[src/rtl/layer_priority_mux.sv]
// N-layer pixel compositor: two-stage pipeline, frame-synchronous enables, colour key.
// Define LAYER_PRIORITY_MUX_COLLISION_EN to build per-frame collision reporting.
module layer_priority_mux #(
    parameter int unsigned        NUM_LAYERS      = 4,
    parameter int unsigned        COLOR_W         = 8,
    parameter logic [COLOR_W-1:0] TRANSPARENT_RGB = 8'hFF,
    localparam int unsigned       IDX_W           = (NUM_LAYERS > 1) ? $clog2(NUM_LAYERS) : 1
) (
    input  logic                          clk,
    input  logic                          reset,
    input  logic [NUM_LAYERS-1:0]         layer_req,
    input  logic [NUM_LAYERS*COLOR_W-1:0] layer_rgb,
    input  logic [COLOR_W-1:0]            background_rgb,
    input  logic                          start_of_frame,
    input  logic [NUM_LAYERS-1:0]         layer_en_next,
    output logic [COLOR_W-1:0]            rgb_out,
    output logic [IDX_W-1:0]              winner_idx,
    output logic                          winner_valid,
    output logic [NUM_LAYERS-1:0]         collision_flags,
    output logic                          collision_valid
);

    logic [NUM_LAYERS-1:0]         r_en_act;
    logic [NUM_LAYERS-1:0]         w_q;
    logic [NUM_LAYERS-1:0]         r_q1;
    logic [NUM_LAYERS*COLOR_W-1:0] r_rgb1;
    logic [COLOR_W-1:0]            r_bg1;

    logic                          w_win_valid;
    logic [IDX_W-1:0]              w_win_idx;
    logic [COLOR_W-1:0]            w_win_rgb;

    logic [COLOR_W-1:0]            r_rgb_out;
    logic [IDX_W-1:0]              r_winner_idx;
    logic                          r_winner_valid;

    always_comb begin
        for (int unsigned i = 0; i < NUM_LAYERS; i++) begin
            w_q[i] = layer_req[i] & r_en_act[i] &
                     (layer_rgb[i*COLOR_W +: COLOR_W] != TRANSPARENT_RGB);
        end
    end

    // The start_of_frame cycle still qualifies with the old mask.
    always_ff @(posedge clk or posedge reset) begin
        if (reset) begin
            r_en_act <= '1;
            r_q1     <= '0;
            r_rgb1   <= '0;
            r_bg1    <= '0;
        end else begin
            if (start_of_frame) begin
                r_en_act <= layer_en_next;
            end
            r_q1   <= w_q;
            r_rgb1 <= layer_rgb;
            r_bg1  <= background_rgb;
        end
    end

    always_comb begin
        w_win_valid = 1'b0;
        w_win_idx   = '0;
        w_win_rgb   = r_bg1;
        for (int unsigned i = 0; i < NUM_LAYERS; i++) begin
            if (!w_win_valid && r_q1[i]) begin
                w_win_valid = 1'b1;
                w_win_idx   = IDX_W'(i);
                w_win_rgb   = r_rgb1[i*COLOR_W +: COLOR_W];
            end
        end
    end

    always_ff @(posedge clk or posedge reset) begin
        if (reset) begin
            r_rgb_out      <= '0;
            r_winner_idx   <= '0;
            r_winner_valid <= 1'b0;
        end else begin
            r_rgb_out      <= w_win_rgb;
            r_winner_idx   <= w_win_idx;
            r_winner_valid <= w_win_valid;
        end
    end

    assign rgb_out      = r_rgb_out;
    assign winner_idx   = r_winner_idx;
    assign winner_valid = r_winner_valid;

`ifdef LAYER_PRIORITY_MUX_COLLISION_EN
    logic [NUM_LAYERS-1:0] w_contrib;
    logic [NUM_LAYERS-1:0] r_acc;
    logic [NUM_LAYERS-1:0] r_flags;
    logic                  r_cvalid;

    always_comb begin : contrib_calc
        logic [NUM_LAYERS-1:0] v_others;
        for (int unsigned i = 0; i < NUM_LAYERS; i++) begin
            v_others     = r_q1;
            v_others[i]  = 1'b0;
            w_contrib[i] = r_q1[i] & (|v_others);
        end
    end

    // Stage-1 pixels present in the start_of_frame cycle close the old frame.
    always_ff @(posedge clk or posedge reset) begin
        if (reset) begin
            r_acc    <= '0;
            r_flags  <= '0;
            r_cvalid <= 1'b0;
        end else begin
            r_cvalid <= start_of_frame;
            if (start_of_frame) begin
                r_flags <= r_acc | w_contrib;
                r_acc   <= '0;
            end else begin
                r_acc   <= r_acc | w_contrib;
            end
        end
    end

    assign collision_flags = r_flags;
    assign collision_valid = r_cvalid;
`else
    assign collision_flags = '0;
    assign collision_valid = 1'b0;
`endif

endmodule
[config.mk]
export PLATFORM = sky130hd
export DESIGN_NAME = layer_priority_mux
export DESIGN_NICKNAME = d
export VERILOG_FILES = /design/src/rtl/layer_priority_mux.sv
export SDC_FILE = /design/constraint.sdc
export NUM_CORES = 1
export LEC_CHECK = 0
export CORE_UTILIZATION = 40
export DETAILED_ROUTE_END_ITERATION = 12
export PLACE_DENSITY = 0.73
export SLEW_MARGIN = 20
export SYNTH_ARGS = -nofsm -noshare
export SYNTH_HDL_FRONTEND = slang
export SYNTH_SLANG_ARGS = --single-unit
[constraint.sdc]
create_clock -name clk -period 3.7 [get_ports clk]
set_input_delay 0.74 -clock clk [delete_from_list [all_inputs] [get_ports clk]]
set_output_delay 0.74 -clock clk [all_outputs]
set_load 0.005 [all_outputs]
* Word level (Yosys, flattened, before mapping)
Index checks and enable logic that the tools add are counted.
Word-level totals: register bits 59, latch bits 0, RAM bits 0, bits in read-only memories 0, memories kept 0
Operators by class: $add $sub $neg 0, multiply operators 0, div/mod/pow operators 0, order comparisons 0, equal/unequal tests 4, shift-type cells 0, muxes and demuxes 11, bitwise operators 8, reductions and logical operators 6
Operator list (count):
- 8-bit two-way mux | 4
- 8-bit != test, second input constant | 4
- 1-bit bitwise AND | 8
- 1-bit two-way mux | 5
- 2-bit two-way mux | 2
- 1-bit logical AND | 3
- 1-bit logical NOT | 3

* Depth between registers and ports, before layout
depth in word-level cells 10, mapped depth 4, gate-level depth less buffers 3

* Worst setup path before layout
No wires, ideal clock.
path type register to register, from register r_q1[1], to register r_rgb_out[0], in the netlist rgb_out[0], arrival time 1239 ps, required time 3578 ps, slack 2339 ps, stages on the path, launching flop included 5, period minus slack after synthesis 1361 ps, path through dfrtp_1 > or4b_1 > buf_6 > o22ai_2 > a21oi_1
Between the ends: longest elaborated chain between the ends 8
Ends and longest elaborated chain:
- from (decl) | line 25 | logic [NUM_LAYERS-1:0] r_q1;
- from (signal assigned) | line 55 | r_q1 <= w_q;
- 1-bit logical AND (*) | line 66 | if (!w_win_valid && r_q1[i]) begin
- 1-bit two-way mux | line 66
- 1-bit logical NOT | line 66
- 1-bit logical AND | line 66
- 1-bit two-way mux | line 66
- 1-bit logical NOT | line 66
- 1-bit logical AND | line 66
- 8-bit two-way mux (*) | line 66
- via w_win_rgb[0] | line 31 | logic [COLOR_W-1:0] w_win_rgb;
- to (signal assigned) | line 80 | r_rgb_out <= w_win_rgb;
- to (decl) | line 33 | logic [COLOR_W-1:0] r_rgb_out;
Mark *: on every way through the listed nets, which the timed path passes. The rest lies on a longest branch. A chain may end at the register's enable or synchronous reset.

* Worst setup path in the final report
from register r_rgb_out[6], in the netlist rgb_out[6], to output port rgb_out[6]
RTL lines:
- to (decl) | line 16 | output logic [COLOR_W-1:0] rgb_out,
No word-level cell between the ends.

==> results.md <==
- After routing, the total negative slack on setup checks comes to 0 ps.
- The worst setup path is of the reg2out kind.
- The initial cell density of the core is 42.8%.
- The number of global-route vias before repair is 1437.
- In this run the core area contains 25 standard-cell rows.
- The flip-flop and latch count after synthesis is 59.
- Summed over all layers, the routed wires come to 4.27 mm.
- The via-per-instance ratio is 4.88.
- The number of setup buffers added after CTS is 0.
- The smallest setup slack after layout is 1770 ps.
- The number of standard cells in the layout, taps in and fillers out is 283.
- The critical path starts at rgb_out[6].
- The worst path needs 1930 ps of the cycle, external delays included.
- The post-layout instance area is 2960 um2.
- The ratio of cells with drive above 1 in the final layout is 15.7%.
- The detailed-routing iteration count for the pre-antenna-repair pass is 4.
- Summed over all layers, the global routing overflow is 0.
- Entering global routing, the biggest net connects 60 pins.
- Yosys printed 0 warnings.
- After clock tree synthesis, the flow added hold-fix buffers numbering 0.
- TritonCTS built the clock tree.
- The class of the tightest hold or removal check is reg2reg.
- The logic depth of the worst register-to-register path is 3.
- The total via count after detailed routing is 1380.
- Between clock sinks in the finished design, the worst skew comes to 7.19 ps.
- 67 I/O pins were placed.
- For the worst setup path, the data arrival time is 1190 ps.
- The detailed router finished its first iteration with 67 violations.
- The count of H-tree levels built during CTS is 3.
- At the pin with the least slew margin, the transition time is 699 ps.
- The detailed placer's ending HPWL is 2.90 mm.
- The hold violation total from the final report is 0.
- The area share of the leading cell type in the synthesized netlist is 65.9%.
- The width of the chip is 74.3 um.
- The setup slack on the worst flop-to-flop path is 1790 ps.
- Traced cell by cell, the critical path runs through clkdlybuf4s50_1.
- Routability-driven placement finished with a final weighted congestion of 0.811.
- The portion of the post-synthesis area used by sequential elements is 70.9%.
- Of the total synthesized cell area, the portion taken by XOR and XNOR cells is 0%.
- On the critical path, the stage with the largest delay is an instance of clkdlybuf4s50_1.
- The initial antenna violation count was 0.
- The cell taking the most area after synthesis is dfrtp_1.
- The nature of the critical path startpoint is a flop.
- From synthesis to final layout, the design area changed by 41.6%.
- The number of remaining DRC errors is 0.
- In this run the cell area measured after placement is 2730 um2.
- The buffer depth of the longest clock path is 2.
- The worst setup slack after placement is 1840 ps.
- Following the worst setup path forward leads to its endpoint at rgb_out[6].
- The final clock period utilization by the worst path is 52.3%.
- Global routing used 18.7% of the available tracks across all layers.
- The highest fanout seen on the critical path is 1.
- The residual antenna-violating net count after detailed routing is 0.
- The final layout contains 262 nets.
- The core region is 4880 um2.
- VDD sags by at most 0.312 mV.
- Together, buffers and inverters on the worst path number 1.
- In the synthesized netlist, the number of instances is 146.
- The mapped cell area is 2090 um2.
- The first global-routing pass estimated 6.96 mm of wire.
- The post-synthesis area per instance is 14.3 um2.
- The flow ran to the end, and the final reports show no timing, DRC or antenna violations.
- The port buffer count is 61.
- The critical path required time is 2960 ps.
- In this run the power density over the cells is 530 nW/um2.
- The final core utilization is 60.6%.
- The simple-gate area share of the yosys netlist is 7.13%.
- The kind of cell with the highest combined delay along the critical path is buffers and inverters.
- The post-route total power is 1.57 mW.
- Timing would allow up to 517 MHz.
- The worst stage delay on the critical path is 520 ps.
- The count of cells resized by post-cts repair is 0.
- The clock insertion delay at the later pin of the skew report is 330 ps.
- The total of max-cap violations is 0.
- The number of sinks handled by clock tree synthesis is 59.
- Setup repair after global routing left no endpoint under its margin.
- For this design the static power due to leakage is 1.29 nW.
- The worst setup path is captured at a primary output.
- The max-slew violation count is 0.
- The y dimension of the die is 74.3 um.
- In this run the number of cells on the critical path is 1.
- The area fraction in compound gates after synthesis is 14.1%.
- Sorting the synthesized cells by area gives the leading types as dfrtp_1, dfstp_2, o22ai_2.
- Setup violations remaining at the end of the flow were counted as 0.
- The max-slew headroom at the worst pin is 53.4%.
- The synthesized netlist contains 22 unique library cells.
- After clock tree synthesis, the clock-pin slew on the worst setup and hold paths is 60 ps.
- The worst register-to-register path begins at r_q1[1].
- Hold is met by 522 ps.
- The total inserted antenna cells is 0.
- In this run the critical register-to-register path is captured at rgb_out[2].
- The adder-cell share of the synthesized area is 0%.
- In this run the clock root is driven by a clkbuf_8.
- The dominant combinational cell family by area after synthesis is compound AO/OA/AOI/OAI gates.
- The die covers 5510 um2.
- The multiplexer share of the synthesized area is 2.16%.
- The average wire per cell in the routed design is 15.1 um.
- After detailed placement, the design holds a cell count of 267.
- The number of buffers added by the clock tree synthesis step is 9.
==> cells by family (layout without fill, tap and decap cells) <==
group / after synthesis / count (layout)
AOI/OAI and AO/OA: 37 / 37
buffers and inverters: 22 / 88
DFF: 59 / 59
muxes: 4 / 4
other: 1 / 5
and+or+nand+nor: 23 / 23
==> cell usage after synthesis <==
master and n:
nand2_1 1, nor4b_4 1, nor2_1 2, clkbuf_1 1, o211a_1 4, nand4_1 8
buf_2 4, o22ai_2 8, mux2_2 4, buf_1 1, dfrtp_1 55, conb_1 1
or4b_1 1, or3b_1 1, a211o_1 8, buf_4 5, o21ai_0 1, dfstp_2 4
buf_6 1, inv_1 10, nor3_1 9, a21oi_1 16
==> state kept, by name, indices dropped and copies added (netlist names) <==
register	count
r_en_act	4
winner_idx	2
winner_valid	1
r_rgb1	32
r_q1	4
rgb_out	8
r_bg1	8
==> where the power goes <==
group,leakage (nW),internal (mW),switching [mW]
Clock,0.113,0.415,0.241
Combinational,0.489,0.115,0.0669
Sequential,0.689,0.698,0.0325
Total,1.29,1.23,0.340
==> final cells by class <==
class | instances | area, um2
inverter | 10 | 37.5
fill | 401 | 1920
timing repair buffer | 62 | 618
clock inverter | 4 | 72.6
clock buffer | 12 | 155
sequential | 59 | 1480
tap | 67 | 83.8
multi-input combinational | 69 | 508
==> worst min path at each step <==
| stage | from | to | slack [ps] | depth (start not counted) |
|---|---|---|---|---|
| floorplan | r_q1[3] | winner_valid | 460 | 2 |
| global placement | r_en_act[0] | r_q1[0] | 510 | 1 |
| detailed placement | r_en_act[0] | r_q1[0] | 510 | 1 |
| CTS | r_en_act[0] | r_q1[0] | 520 | 1 |
| global route | r_en_act[2] | r_q1[2] | 540 | 1 |
| finish | r_en_act[0] | r_q1[0] | 520 | 1 |
==> routing by layer <==
layer	wire (um)	global-route usage [%]	vias up
met4	110	11.1	0
li1	-	-	644
met3	281	8.13	10
met5	0	0	-
met1	1710	21.7	665
met2	2170	28.9	61
==> cells in the final DEF (no fill, tap or decap) <==
| cell | n |
|---|---|
| o22ai_2 | 8 |
| conb_1 | 5 |
| dfstp_2 | 4 |
| mux2_2 | 4 |
| nand4_1 | 8 |
| o211a_1 | 4 |
| clkbuf_1 | 1 |
| nand2_1 | 1 |
| clkbuf_8 | 11 |
| dfrtp_1 | 55 |
| inv_1 | 9 |
| nor4b_4 | 1 |
| clkinv_2 | 1 |
| buf_4 | 1 |
| bufinv_16 | 2 |
| nor2_1 | 2 |
| or4b_1 | 1 |
| a21oi_1 | 16 |
| or3b_1 | 1 |
| nor3_1 | 9 |
| clkinvlp_4 | 1 |
| a211o_1 | 8 |
| inv_2 | 1 |
| o21ai_0 | 1 |
| clkdlybuf4s50_1 | 61 |
(Power assumes the default switching activity.)
